--- config.mk ---
export PLATFORM = sky130hd
export DESIGN_NAME = cache_fill_fsm_flat
export DESIGN_NICKNAME = d
export VERILOG_FILES = /design/src/rtl/cache_fill_if.sv /design/src/rtl/cache_fill_fsm.sv /design/src/flat_wrapper.sv
export SDC_FILE = /design/constraint.sdc
export NUM_CORES = 1
export LEC_CHECK = 0
export ABC_AREA = 1
export BUFFER_PORTS_ARGS = -buffer_cell sky130_fd_sc_hd__buf_2
export CAP_MARGIN = 20
export CORE_MARGIN = 8
export CORE_UTILIZATION = 40
export DETAILED_ROUTE_END_ITERATION = 10
export PLACE_DENSITY = 0.68
export SETUP_SLACK_MARGIN = 0.5
export SYNTH_ARGS = -nofsm -noshare
export SYNTH_HDL_FRONTEND = slang
export SYNTH_SLANG_ARGS = --single-unit
export TNS_END_PERCENT = 100
--- constraint.sdc ---
create_clock -name clk -period 1.8 [get_ports clk]
set_input_delay 0.36 -clock clk [delete_from_list [all_inputs] [get_ports clk]]
set_output_delay 0.36 -clock clk [all_outputs]
set_load 0.01 [all_outputs]
--- src/rtl/cache_fill_if.sv ---
// ============================================================================
// Module      : cache_fill_if
// Description : Bundle of signals between the cache miss handler, the cache
//               tag-compare logic, the memory arbiter and the data/metadata
//               arrays.
//               master modport : the fill FSM (drives requests and array writes)
//               slave modport  : the surrounding cache / memory environment
//   Signals:
//     miss_detected     env -> fsm  cache miss this cycle
//     miss_address      env -> fsm  byte address of the missing access
//     fsm_busy          fsm -> env  fill in progress, stall the pipeline
//     memory_read       fsm -> env  read request this cycle
//     memory_address    fsm -> env  word-aligned byte address of the request
//     memory_data_valid env -> fsm  memory_data holds a returned word
//     memory_data       env -> fsm  returned word, in request order
//     write_data_array  fsm -> env  write cache_data into the data array
//     cache_word_offset fsm -> env  word index inside the block
//     cache_data        fsm -> env  word to write into the data array
//     write_tag_array   fsm -> env  one-cycle tag/valid write pulse
// Revision    : 1.0  initial release
// ============================================================================
`default_nettype none

interface cache_fill_if #(
    parameter int ADDR_WIDTH      = 16,
    parameter int WORDS_PER_BLOCK = 8
);
    localparam int c_OFF_W  = $clog2(WORDS_PER_BLOCK);
    localparam int c_DATA_W = 16;

    logic                  miss_detected;
    logic [ADDR_WIDTH-1:0] miss_address;
    logic                  fsm_busy;
    logic                  memory_read;
    logic [ADDR_WIDTH-1:0] memory_address;
    logic                  memory_data_valid;
    logic [c_DATA_W-1:0]   memory_data;
    logic                  write_data_array;
    logic [c_OFF_W-1:0]    cache_word_offset;
    logic [c_DATA_W-1:0]   cache_data;
    logic                  write_tag_array;

    modport master (
        input  miss_detected,
        input  miss_address,
        input  memory_data_valid,
        input  memory_data,
        output fsm_busy,
        output memory_read,
        output memory_address,
        output write_data_array,
        output cache_word_offset,
        output cache_data,
        output write_tag_array
    );

    modport slave (
        output miss_detected,
        output miss_address,
        output memory_data_valid,
        output memory_data,
        input  fsm_busy,
        input  memory_read,
        input  memory_address,
        input  write_data_array,
        input  cache_word_offset,
        input  cache_data,
        input  write_tag_array
    );
endinterface

`default_nettype wire

--- src/rtl/cache_fill_fsm.sv ---
// ============================================================================
// Module      : cache_fill_fsm
// Description : Miss handler for the 2-way cache. On a miss it issues one
//               read per cycle for every word of the 16-byte block, writes
//               each returned word into the data array as it arrives, then
//               pulses a tag/valid write into the metadata array.
//               States: IDLE -> FILL -> TAG -> IDLE.
//   Ports:
//     clk  : clock, rising edge
//     rst  : synchronous active-high reset, aborts any fill in progress
//     bus  : cache_fill_if.master (miss input, memory request/response,
//            data-array and tag-array write controls)
// Revision    : 1.0  initial release
// ============================================================================
`default_nettype none

module cache_fill_fsm #(
    parameter int ADDR_WIDTH      = 16,
    parameter int WORDS_PER_BLOCK = 8
) (
    input  wire logic     clk,
    input  wire logic     rst,
    cache_fill_if.master  bus
);
    localparam int c_CNT_W    = $clog2(WORDS_PER_BLOCK + 1);
    localparam int c_OFF_W    = $clog2(WORDS_PER_BLOCK);
    localparam int c_BLK_BITS = 4;

    localparam logic [c_CNT_W-1:0]    c_WORDS      = c_CNT_W'(WORDS_PER_BLOCK);
    localparam logic [c_CNT_W-1:0]    c_LAST       = c_CNT_W'(WORDS_PER_BLOCK - 1);
    localparam logic [ADDR_WIDTH-1:0] c_BLOCK_MASK =
        {{(ADDR_WIDTH-c_BLK_BITS){1'b1}}, {c_BLK_BITS{1'b0}}};

    typedef enum logic [1:0] {
        ST_IDLE = 2'd0,
        ST_FILL = 2'd1,
        ST_TAG  = 2'd2
    } state_t;

    state_t                r_state;
    logic [c_CNT_W-1:0]    r_req_cnt;
    logic [c_CNT_W-1:0]    r_rsp_cnt;
    logic [ADDR_WIDTH-1:0] r_base;
    logic                  r_busy;
    logic                  r_mem_read;
    logic [ADDR_WIDTH-1:0] r_mem_addr;
    logic                  r_tag_wr;

    logic                  w_rsp_accept;
    logic [c_CNT_W-1:0]    w_req_cnt_nxt;
    logic [ADDR_WIDTH-1:0] w_next_addr;
    logic [ADDR_WIDTH-1:0] w_miss_base;

    // Responses only count while filling and while words are still owed;
    // anything else (late data after an abort, extras) is dropped.
    assign w_rsp_accept  = (r_state == ST_FILL) && bus.memory_data_valid &&
                           (r_rsp_cnt < c_WORDS);
    assign w_req_cnt_nxt = r_req_cnt + c_CNT_W'(1);
    // Word index -> byte offset is a shift by one; the block base is
    // 16-byte aligned so this addition never carries out of the block.
    assign w_next_addr   = r_base +
                           {{(ADDR_WIDTH-c_CNT_W-1){1'b0}}, w_req_cnt_nxt, 1'b0};
    assign w_miss_base   = bus.miss_address & c_BLOCK_MASK;

    // The request-side outputs are registered one cycle ahead: the value
    // loaded on each edge is what the next cycle's request must be.
    always_ff @(posedge clk) begin
        if (rst) begin
            r_state    <= ST_IDLE;
            r_req_cnt  <= '0;
            r_rsp_cnt  <= '0;
            r_base     <= '0;
            r_busy     <= 1'b0;
            r_mem_read <= 1'b0;
            r_mem_addr <= '0;
            r_tag_wr   <= 1'b0;
        end else begin
            case (r_state)
                ST_IDLE: begin
                    r_busy     <= 1'b0;
                    r_mem_read <= 1'b0;
                    r_mem_addr <= '0;
                    r_tag_wr   <= 1'b0;
                    if (bus.miss_detected) begin
                        r_state    <= ST_FILL;
                        r_base     <= w_miss_base;
                        r_req_cnt  <= '0;
                        r_rsp_cnt  <= '0;
                        r_busy     <= 1'b1;
                        r_mem_read <= 1'b1;
                        r_mem_addr <= w_miss_base;
                    end
                end

                ST_FILL: begin
                    if (r_mem_read) begin
                        r_req_cnt <= w_req_cnt_nxt;
                        if (w_req_cnt_nxt < c_WORDS) begin
                            r_mem_addr <= w_next_addr;
                        end else begin
                            r_mem_read <= 1'b0;
                            r_mem_addr <= '0;
                        end
                    end
                    if (w_rsp_accept) begin
                        r_rsp_cnt <= r_rsp_cnt + c_CNT_W'(1);
                        if (r_rsp_cnt == c_LAST) begin
                            // Last word in: no further requests may leak
                            // into the TAG cycle.
                            r_state    <= ST_TAG;
                            r_tag_wr   <= 1'b1;
                            r_mem_read <= 1'b0;
                            r_mem_addr <= '0;
                        end
                    end
                end

                ST_TAG: begin
                    r_state    <= ST_IDLE;
                    r_tag_wr   <= 1'b0;
                    r_busy     <= 1'b0;
                    r_mem_read <= 1'b0;
                    r_mem_addr <= '0;
                end

                default: begin
                    r_state    <= ST_IDLE;
                    r_busy     <= 1'b0;
                    r_mem_read <= 1'b0;
                    r_mem_addr <= '0;
                    r_tag_wr   <= 1'b0;
                end
            endcase
        end
    end

    assign bus.fsm_busy          = r_busy;
    assign bus.memory_read       = r_mem_read;
    assign bus.memory_address    = r_mem_addr;
    assign bus.write_tag_array   = r_tag_wr;
    // Data-array write follows the response in the same cycle.
    assign bus.write_data_array  = w_rsp_accept;
    assign bus.cache_word_offset = r_rsp_cnt[c_OFF_W-1:0];
    assign bus.cache_data        = w_rsp_accept ? bus.memory_data : '0;

endmodule

`default_nettype wire

--- src/flat_wrapper.sv ---
// flat-port wrapper written by rule: the top's interface ports become plain ports
module cache_fill_fsm_flat 
#(
    parameter int ADDR_WIDTH      = 16,
    parameter int WORDS_PER_BLOCK = 8
)
  (clk, rst, bus_miss_detected, bus_miss_address, bus_memory_data_valid, bus_memory_data, bus_fsm_busy, bus_memory_read, bus_memory_address, bus_write_data_array, bus_cache_word_offset, bus_cache_data, bus_write_tag_array);
  cache_fill_if #(.ADDR_WIDTH(ADDR_WIDTH), .WORDS_PER_BLOCK(WORDS_PER_BLOCK)) bus_i ();
  input  wire logic clk;
  input  wire logic rst;
  input wire logic [$bits(bus_i.miss_detected)-1:0] bus_miss_detected;
  input wire logic [$bits(bus_i.miss_address)-1:0] bus_miss_address;
  input wire logic [$bits(bus_i.memory_data_valid)-1:0] bus_memory_data_valid;
  input wire logic [$bits(bus_i.memory_data)-1:0] bus_memory_data;
  output wire logic [$bits(bus_i.fsm_busy)-1:0] bus_fsm_busy;
  output wire logic [$bits(bus_i.memory_read)-1:0] bus_memory_read;
  output wire logic [$bits(bus_i.memory_address)-1:0] bus_memory_address;
  output wire logic [$bits(bus_i.write_data_array)-1:0] bus_write_data_array;
  output wire logic [$bits(bus_i.cache_word_offset)-1:0] bus_cache_word_offset;
  output wire logic [$bits(bus_i.cache_data)-1:0] bus_cache_data;
  output wire logic [$bits(bus_i.write_tag_array)-1:0] bus_write_tag_array;
  assign bus_i.miss_detected = bus_miss_detected;
  assign bus_i.miss_address = bus_miss_address;
  assign bus_i.memory_data_valid = bus_memory_data_valid;
  assign bus_i.memory_data = bus_memory_data;
  assign bus_fsm_busy = bus_i.fsm_busy;
  assign bus_memory_read = bus_i.memory_read;
  assign bus_memory_address = bus_i.memory_address;
  assign bus_write_data_array = bus_i.write_data_array;
  assign bus_cache_word_offset = bus_i.cache_word_offset;
  assign bus_cache_data = bus_i.cache_data;
  assign bus_write_tag_array = bus_i.write_tag_array;
  cache_fill_fsm #(.ADDR_WIDTH(ADDR_WIDTH), .WORDS_PER_BLOCK(WORDS_PER_BLOCK)) u_core (.clk(clk), .rst(rst), .bus(bus_i));
endmodule
* Word-level counts from Yosys, hierarchy flattened
Index checks and enable logic that the tools add are counted.
Storage, ports and cells: bits in registers 41, logic and storage cells 53
Cells by class: add/subtract/negate cells 3, order comparisons 2, equal/unequal tests 6, muxes and demuxes 23, bitwise gates (word level) 1, reductions and logical operators 10
Operators with widths (count):
- two-way mux 16 bit | 6
- one-hot mux 16 bit (2 select lines) | 1
- adder 16 x 5 -> 16 bit | 1
- one-hot mux 4 bit (2 select lines) | 2
- two-way mux 4 bit | 3
- AND reduction 3 bit | 3
- adder 4 x 1 -> 4 bit, second input constant | 2
- < comparator 4 bit, second input constant | 2
- two-way mux 2 bit | 3
- two-way mux 1 bit | 5
- == test 4 x 3 -> 1 bit, second input constant | 1
- inequality test 2 x 1 -> 1 bit, second input constant | 2
- inequality test 2 bit, second input constant | 2
- one-hot mux 1 bit (2 select lines) | 2
- one-hot mux 2 bit (2 select lines) | 1
- AND reduction 2 bit | 2
- == test 2 x 1 -> 1 bit, second input constant | 1
- logical AND 1 bit | 2
- logical NOT 2 bit | 1
- nonzero test 2 bit | 1
- OR reduction 2 bit | 1
- NOT 1 bit | 1

* Depth between registers and ports, before layout
depth after elaboration 7, depth in mapped cells 14

* Worst setup path after synthesis
OpenSTA, ideal clock, no wires.
path type flip-flop to flip-flop, start point register u_core.r_req_cnt[0], end point register u_core.r_mem_addr[12], in the netlist u_core.bus.memory_address[12], setup time 0.058 ns, data arrival time 1.579 ns, required time 1.742 ns, slack 0.163 ns, cell stages (with the launch flop) 14, period minus slack after synthesis 1.637 ns, cell sequence dfxtp_1 nand4_1 nand2_4 nand2_1 inv_1 ha_1 nand2_1 inv_1 nand2_1 o21ai_0 nand3_1 nand2_1 nand3_1 nand2_1
Between the ends: longest elaborated chain between the ends 7
Ends and longest elaborated chain:
- from (decl) | RTL line cache_fill_fsm.sv:41 | logic [c_CNT_W-1:0] r_req_cnt;
- from (signal assigned) | RTL line cache_fill_fsm.sv:97 | r_req_cnt <= w_req_cnt_nxt;
- adder 4 x 1 -> 4 bit * | RTL line cache_fill_fsm.sv:58 | assign w_req_cnt_nxt = r_req_cnt + c_CNT_W'(1);
- adder 16 x 5 -> 16 bit / < comparator 4 bit (equally long branches) | RTL line cache_fill_fsm.sv:61, cache_fill_fsm.sv:98
- two-way mux 16 bit * | RTL line cache_fill_fsm.sv:98 | if (w_req_cnt_nxt < c_WORDS) begin
- two-way mux 16 bit * | RTL line cache_fill_fsm.sv:96 | if (r_mem_read) begin
- two-way mux 16 bit | RTL line cache_fill_fsm.sv:107 | if (r_rsp_cnt == c_LAST) begin
- two-way mux 16 bit * | RTL line cache_fill_fsm.sv:105 | if (w_rsp_accept) begin
- one-hot mux 16 bit (2 select lines) * | RTL line cache_fill_fsm.sv:78 | case (r_state)
- to (signal assigned) | RTL line cache_fill_fsm.sv:91 | r_mem_addr <= w_miss_base;
- to (signal assigned) | RTL line cache_fill_fsm.sv:99 | r_mem_addr <= w_next_addr;
- to (decl) | RTL line cache_fill_fsm.sv:46 | logic [ADDR_WIDTH-1:0] r_mem_addr;
Every way passes the cells marked *; elsewhere a longest branch is shown, timed or not. A chain may end at the register's enable or synchronous reset.

* Worst setup path in the final report
start point register u_core.r_state[1], end point output port bus_cache_data[14]
Between the ends: longest elaborated chain between the ends 4
Ends and longest elaborated chain:
- from (decl) | RTL line cache_fill_fsm.sv:40 | state_t r_state;
- from (signal assigned) | RTL line cache_fill_fsm.sv:69 | r_state <= ST_IDLE;
- from (signal assigned) | RTL line cache_fill_fsm.sv:85 | r_state <= ST_FILL;
- from (signal assigned) | RTL line cache_fill_fsm.sv:110 | r_state <= ST_TAG;
- == test 2 x 1 -> 1 bit | RTL line cache_fill_fsm.sv:56 | assign w_rsp_accept = (r_state == ST_FILL) && bus.memory_data_valid &&
- logical AND 1 bit (2 in series) | RTL line cache_fill_fsm.sv:56
- two-way mux 16 bit | RTL line cache_fill_fsm.sv:144 | assign bus.cache_data = w_rsp_accept ? bus.memory_data : '0;
- to (decl) | RTL line flat_wrapper.sv:20 | output wire logic [$bits(bus_i.cache_data)-1:0] bus_cache_data;
No other way between the ends.

==> report_table.html <==
<table>
<tr><th>Metric</th><th>Value</th></tr>
<tr><th colspan="2">Outcome</th></tr>
<tr><td>Status</td><td>completed</td></tr>
<tr><th colspan="2">Setup path</th></tr>
<tr><td>Classification of the worst setup path</td><td>flip-flop to output port</td></tr>
<tr><td>Kind of launch point of the worst setup path</td><td>flip-flop</td></tr>
<tr><td>Element type at the critical path end</td><td>output port</td></tr>
<tr><td>Crit path largest cell delay</td><td>between 0.3 and 0.4 ns</td></tr>
<tr><td>Series of cell instances along the critical path</td><td>inv_2 -&gt; nand2_4 -&gt; nor2_8 -&gt; inv_8 -&gt; nor2_4 -&gt; buf_2</td></tr>
<tr><td>Maximum net fanout on the critical path</td><td>17</td></tr>
<tr><td>Cell family contributing the most delay on the critical path</td><td>flip-flops</td></tr>
<tr><td>Number of cells on the worst reg-to-reg path</td><td>13</td></tr>
<tr><td>Slowest library cell on the worst path</td><td>sky130_fd_sc_hd__dfxtp_2</td></tr>
<tr><td>Flop2flop setup slack</td><td>0.23 ns</td></tr>
<tr><td>Worst reg2reg endpoint</td><td>u_core.bus.memory_address[10]$_SDFF_PP0_</td></tr>
<tr><td>Source of the worst register-to-register timing path</td><td>u_core.r_req_cnt[0]$_SDFFE_PP0P_</td></tr>
<tr><td>CP bufs+invs</td><td>3</td></tr>
<tr><td>Arrival time at the worst endpoint</td><td>1.23 ns</td></tr>
<tr><td>Required time worst endpoint</td><td>approximately 1.4 ns</td></tr>
<tr><th colspan="2">Clocking</th></tr>
<tr><td>Clock buffers created by TritonCTS</td><td>5</td></tr>
<tr><td>Hold-fix buffers at CTS</td><td>0</td></tr>
<tr><td>CTS tree</td><td>yes</td></tr>
<tr><td>Clock-pin slew on the worst setup and hold paths</td><td>0.08 ns</td></tr>
<tr><td>TritonCTS sink count</td><td>41</td></tr>
<tr><td>Maximum count of clock buffers along a single path</td><td>2</td></tr>
<tr><td>CTS H-tree lvls</td><td>2</td></tr>
<tr><td>Root Driver</td><td>sky130_fd_sc_hd__clkbuf_8</td></tr>
<tr><td>Worst skew pair latency</td><td>0.30 ns</td></tr>
<tr><th colspan="2">Final layout</th></tr>
<tr><td>Filler cell count</td><td>482</td></tr>
<tr><td>NumNets Final</td><td>419</td></tr>
<tr><td>Share of final-layout standard cells stronger than drive strength 1</td><td>a little under half</td></tr>
<tr><td>Area overhead of the layout relative to synthesis</td><td>48.1%</td></tr>
<tr><td># diodes</td><td>0</td></tr>
<tr><td>Area of combinational cells with multiple inputs</td><td>1180 um2</td></tr>
<tr><td>Final Non-Filler Cells</td><td>between 400 and 500</td></tr>
<tr><td>Storage cell area</td><td>between 800 and 900 um2</td></tr>
<tr><th colspan="2">Routing</th></tr>
<tr><td>DR vias</td><td>2096</td></tr>
<tr><td>Initial DRC count</td><td>72</td></tr>
<tr><td>Post-DR vias/cell</td><td>4.66</td></tr>
<tr><td>Residual DRC</td><td>0</td></tr>
<tr><td>Number of routed nets with antenna violations</td><td>0</td></tr>
<tr><td>First drt pass iteration count</td><td>5</td></tr>
<tr><td>Drt wl/cell</td><td>about 13 um</td></tr>
<tr><td>Post-detailed-routing wire length</td><td>~6 mm</td></tr>
<tr><th colspan="2">Synth</th></tr>
<tr><td>Dominant combinational cell family by area after synthesis</td><td>simple AND/OR/NAND/NOR gates</td></tr>
<tr><td>Yosys reg bits</td><td>41</td></tr>
<tr><td>Synth cell types</td><td>33</td></tr>
<tr><td>Cell area after synthesis</td><td>2020 um2</td></tr>
<tr><td>Adder-cell share of the synthesized area</td><td>1.86%</td></tr>
<tr><td>Part of the Yosys area used for sequential elements</td><td>40.7%</td></tr>
<tr><td>Mean Syn Cell Area</td><td>7.13 um2</td></tr>
<tr><td>Simple-gate portion of the synthesized area</td><td>31.8%</td></tr>
<tr><td>Post-Synth XOR/XNOR Area</td><td>less than 1%</td></tr>
<tr><td>Post-Synthesis Cells</td><td>283</td></tr>
<tr><td>Fraction of the mapped netlist area in compound gates</td><td>13.2%</td></tr>
<tr><td>Mux cell area share after synthesis</td><td>0%</td></tr>
<tr><td>Net count of the mapped netlist</td><td>between 300 and 400</td></tr>
<tr><td>Yosys Warn Count</td><td>0</td></tr>
<tr><th colspan="2">Die</th></tr>
<tr><td>Width of the die</td><td>87.0 um</td></tr>
<tr><td>Row count</td><td>26</td></tr>
<tr><td>Total die area</td><td>7570 um2</td></tr>
<tr><td>Count of boundary I/O pins</td><td>75</td></tr>
<tr><td>Starting density of the core</td><td>40.5%</td></tr>
<tr><td>Vertical extent of the die</td><td>between 80 and 90 um</td></tr>
<tr><td>Standard cell core area</td><td>4980 um2</td></tr>
<tr><th colspan="2">Pwr</th></tr>
<tr><td>Net Switching</td><td>0.603 mW</td></tr>
<tr><td>Portion of total power attributed to combinational logic</td><td>21.5%</td></tr>
<tr><td>Clock network power share</td><td>between 20% and 30%</td></tr>
<tr><td>Power Dens Cells</td><td>682 nW/um2</td></tr>
<tr><td>Maximum resistive drop on vdd</td><td>approximately 0.45 mV</td></tr>
<tr><td>Switching power share of the total</td><td>between 20% and 30%</td></tr>
<tr><td>Internal Power</td><td>1.43 mW</td></tr>
<tr><td>Power Total</td><td>2.04 mW</td></tr>
<tr><td>Sequential share of power</td><td>48.5%</td></tr>
<tr><td>Leakage power</td><td>1.51 nW</td></tr>
<tr><th colspan="2">STA</th></tr>
<tr><td>TNS Setup</td><td>0 ns</td></tr>
<tr><td>Final max-slew violation count</td><td>0</td></tr>
<tr><td>Shortest period the worst path allows</td><td>1.59 ns</td></tr>
<tr><td>Transition time at the pin with the least slew margin</td><td>roughly 0.33 ns</td></tr>
<tr><td>RSZ-0062 raised after global routing</td><td>true</td></tr>
<tr><td>Setup violators final</td><td>0</td></tr>
<tr><td>Highest attainable clock frequency</td><td>roughly 630 MHz</td></tr>
<tr><td>Worst Skew</td><td>0.00575 ns</td></tr>
<tr><td>Final count of hold timing violations</td><td>0</td></tr>
<tr><td>Slew headroom</td><td>between 70% and 80%</td></tr>
<tr><td>Final clock period utilization by the worst path</td><td>88.4%</td></tr>
<tr><td>Worst path setup slack after routing</td><td>about 0.21 ns</td></tr>
<tr><th colspan="2">Worst hold path</th></tr>
<tr><td>Hold worst-path end</td><td>u_core.bus.memory_address[14]$_SDFF_PP0_</td></tr>
<tr><td>Hold Path Cell Cnt</td><td>3</td></tr>
<tr><td>Hold Path Origin</td><td>bus_miss_address[14]</td></tr>
<tr><td>Type of the worst min-delay path</td><td>input port to flip-flop</td></tr>
<tr><th colspan="2">Placement</th></tr>
<tr><td>Count of port buffers added during placement</td><td>70</td></tr>
<tr><td>Inst Count DP</td><td>421</td></tr>
<tr><td>DP Wirelength</td><td>4.16 mm</td></tr>
<tr><td>Placer Congestion</td><td>0.867</td></tr>
<tr><td>Worst slack at placement</td><td>0.190 ns</td></tr>
<tr><th colspan="2">Global routing</th></tr>
<tr><td>Antenna violations before repair</td><td>0</td></tr>
<tr><td>Largest net degree at the start of global routing</td><td>18</td></tr>
<tr><td>Global-route congestion overflow total</td><td>0</td></tr>
<tr><td>Global-route usage over all layers</td><td>around 16%</td></tr>
<tr><td>Number of global-route vias before repair</td><td>slightly above 2000</td></tr>
<tr><td>Global-route wire length before repair</td><td>9.27 mm</td></tr>
<tr><th colspan="2">Flow run</th></tr>
<tr><td>Max Cap Viol</td><td>0</td></tr>
</table>
-- power by group through the flow --
stage | Combinational [mW] | Clock [mW] | Sequential [mW]
after floorplan | 0.234 | 0 | 1.01
after detailed placement | 0.361 | 0 | 1.01
after global routing | 0.484 | 0.660 | 0.994
final | 0.439 | 0.609 | 0.989
after global placement | 0.357 | 0 | 1.01
after CTS | 0.417 | 0.628 | 0.987
-- metrics by stage --
step / cell area (um2) / hold WS, ns / utilization (%)
finish: 2990 / 0.271 / 60.0
global route: 2990 / 0.289 / 60.0
CTS: 2860 / 0.268 / 57.4
detailed placement: 2550 / 0.460 / 51.3
global placement: 2550 / 0.455 / 51.3
floorplan: 2150 / 0.450 / -
-- timing repair --
action | in CTS | in global routing
setup endpoints to repair | 44 | 52
pin swaps | 14 | 11
gates resized for setup | 27 | 29
setup buffers | 17 | 4
hold endpoints to repair | 0 | 0
cloned | 0 | 1
-- cells by family after synthesis --
| logic type | Yosys count |
|---|---|
| fa+ha+maj | 3 |
| flops | 41 |
| buf+inv | 57 |
| compound gates | 47 |
| xor+xnor | 1 |
| simple gates | 134 |
-- flip-flops by register name, summed over array words and instances (netlist names) --
name	count
u_core.bus.fsm_busy	1
u_core.bus.memory_address	16
u_core.bus.memory_read	1
u_core.bus.write_tag_array	1
u_core.r_base	12
u_core.r_req_cnt	4
u_core.r_rsp_cnt	4
u_core.r_state	2
-- placed cells by master, fill, tap and decap left out, types with 8 or more instances in the layout --
cell	synthesis	final
sky130_fd_sc_hd__dfxtp_1	41	34
sky130_fd_sc_hd__o21ai_0	14	8
sky130_fd_sc_hd__nor2_4	1	14
sky130_fd_sc_hd__buf_2	0	69
sky130_fd_sc_hd__nand3_1	9	9
sky130_fd_sc_hd__inv_1	44	37
sky130_fd_sc_hd__nor2_1	30	14
sky130_fd_sc_hd__nand2_2	3	10
sky130_fd_sc_hd__nand2_1	72	59
sky130_fd_sc_hd__nand2_4	4	8
sky130_fd_sc_hd__buf_4	3	20
sky130_fd_sc_hd__a21oi_1	16	14
-- worst max path at each step --
stage | start | to | slack, ns | depth (start not counted)
after floorplan | u_core.r_req_cnt[2]$_SDFFE_PP0P_ | u_core.bus.memory_address[14]$_SDFF_PP0_ | 0.28 | 13
after global placement | u_core.r_req_cnt[0]$_SDFFE_PP0P_ | u_core.bus.memory_address[14]$_SDFF_PP0_ | 0.23 | 13
after detailed placement | u_core.r_req_cnt[0]$_SDFFE_PP0P_ | u_core.bus.memory_address[14]$_SDFF_PP0_ | 0.19 | 13
after CTS | u_core.r_state[1]$_SDFFE_PP0P_ | bus_cache_data[15] | 0.20 | 6
after global routing | u_core.r_state[1]$_SDFFE_PP0P_ | bus_cache_data[2] | 0.12 | 6
final | u_core.r_state[1]$_SDFFE_PP0P_ | bus_cache_data[14] | 0.21 | 6
-- cell type report --
| cell class | instances | share of cell area (%) |
|---|---|---|
| Inverter | 50 | 7.20 |
| Timing Repair Buffer | 96 | 19.5 |
| Multi-Input combinational cell | 185 | 39.4 |
| Timing Repair inverter | 1 | 0.251 |
| Sequential cell | 41 | 27.8 |
| Clock buffer | 7 | 2.89 |
| Tap cell | 70 | 2.93 |
-- tightest hold or removal path, delay by kind of cell --
kind	cells	cell delay (ns)
buffers and inverters	1	0.08
AND/OR/NAND/NOR	2	0.11
-- synthesized netlist by cell type (all sizes together) --
| cell type | n | share of area [%] |
|---|---|---|
| nand2 | 79 | 17 |
| inv | 50 | 9.6 |
| dfxtp | 41 | 41 |
| nor2 | 36 | 9.7 |
| a21oi | 17 | 4.4 |
| o21ai | 17 | 4.2 |
| nand3 | 10 | 2.7 |
| nand4 | 6 | 1.9 |
| buf | 4 | 1.7 |
| o22ai | 4 | 1.2 |
| a22oi | 3 | 1.1 |
| ha | 3 | 1.9 |
| o21a | 3 | 1.1 |
| clkbuf | 2 | 0.37 |
| or2 | 2 | 0.62 |
| a211oi | 1 | 0.37 |
| a31o | 1 | 0.43 |
| a31oi | 1 | 0.31 |
| dlygate4sd1 | 1 | 0.43 |
| nor3 | 1 | 0.25 |
| xor2 | 1 | 0.43 |
-- routing by layer --
metal / GRT usage (%) / part of all wire (%)
met5: 0 / 0
met4: 7.36 / 1.4
met3: 4.81 / 9.0
met2: 26.9 / 48
met1: 16.9 / 42
Note: power is estimated with default switching activity, not from simulation.
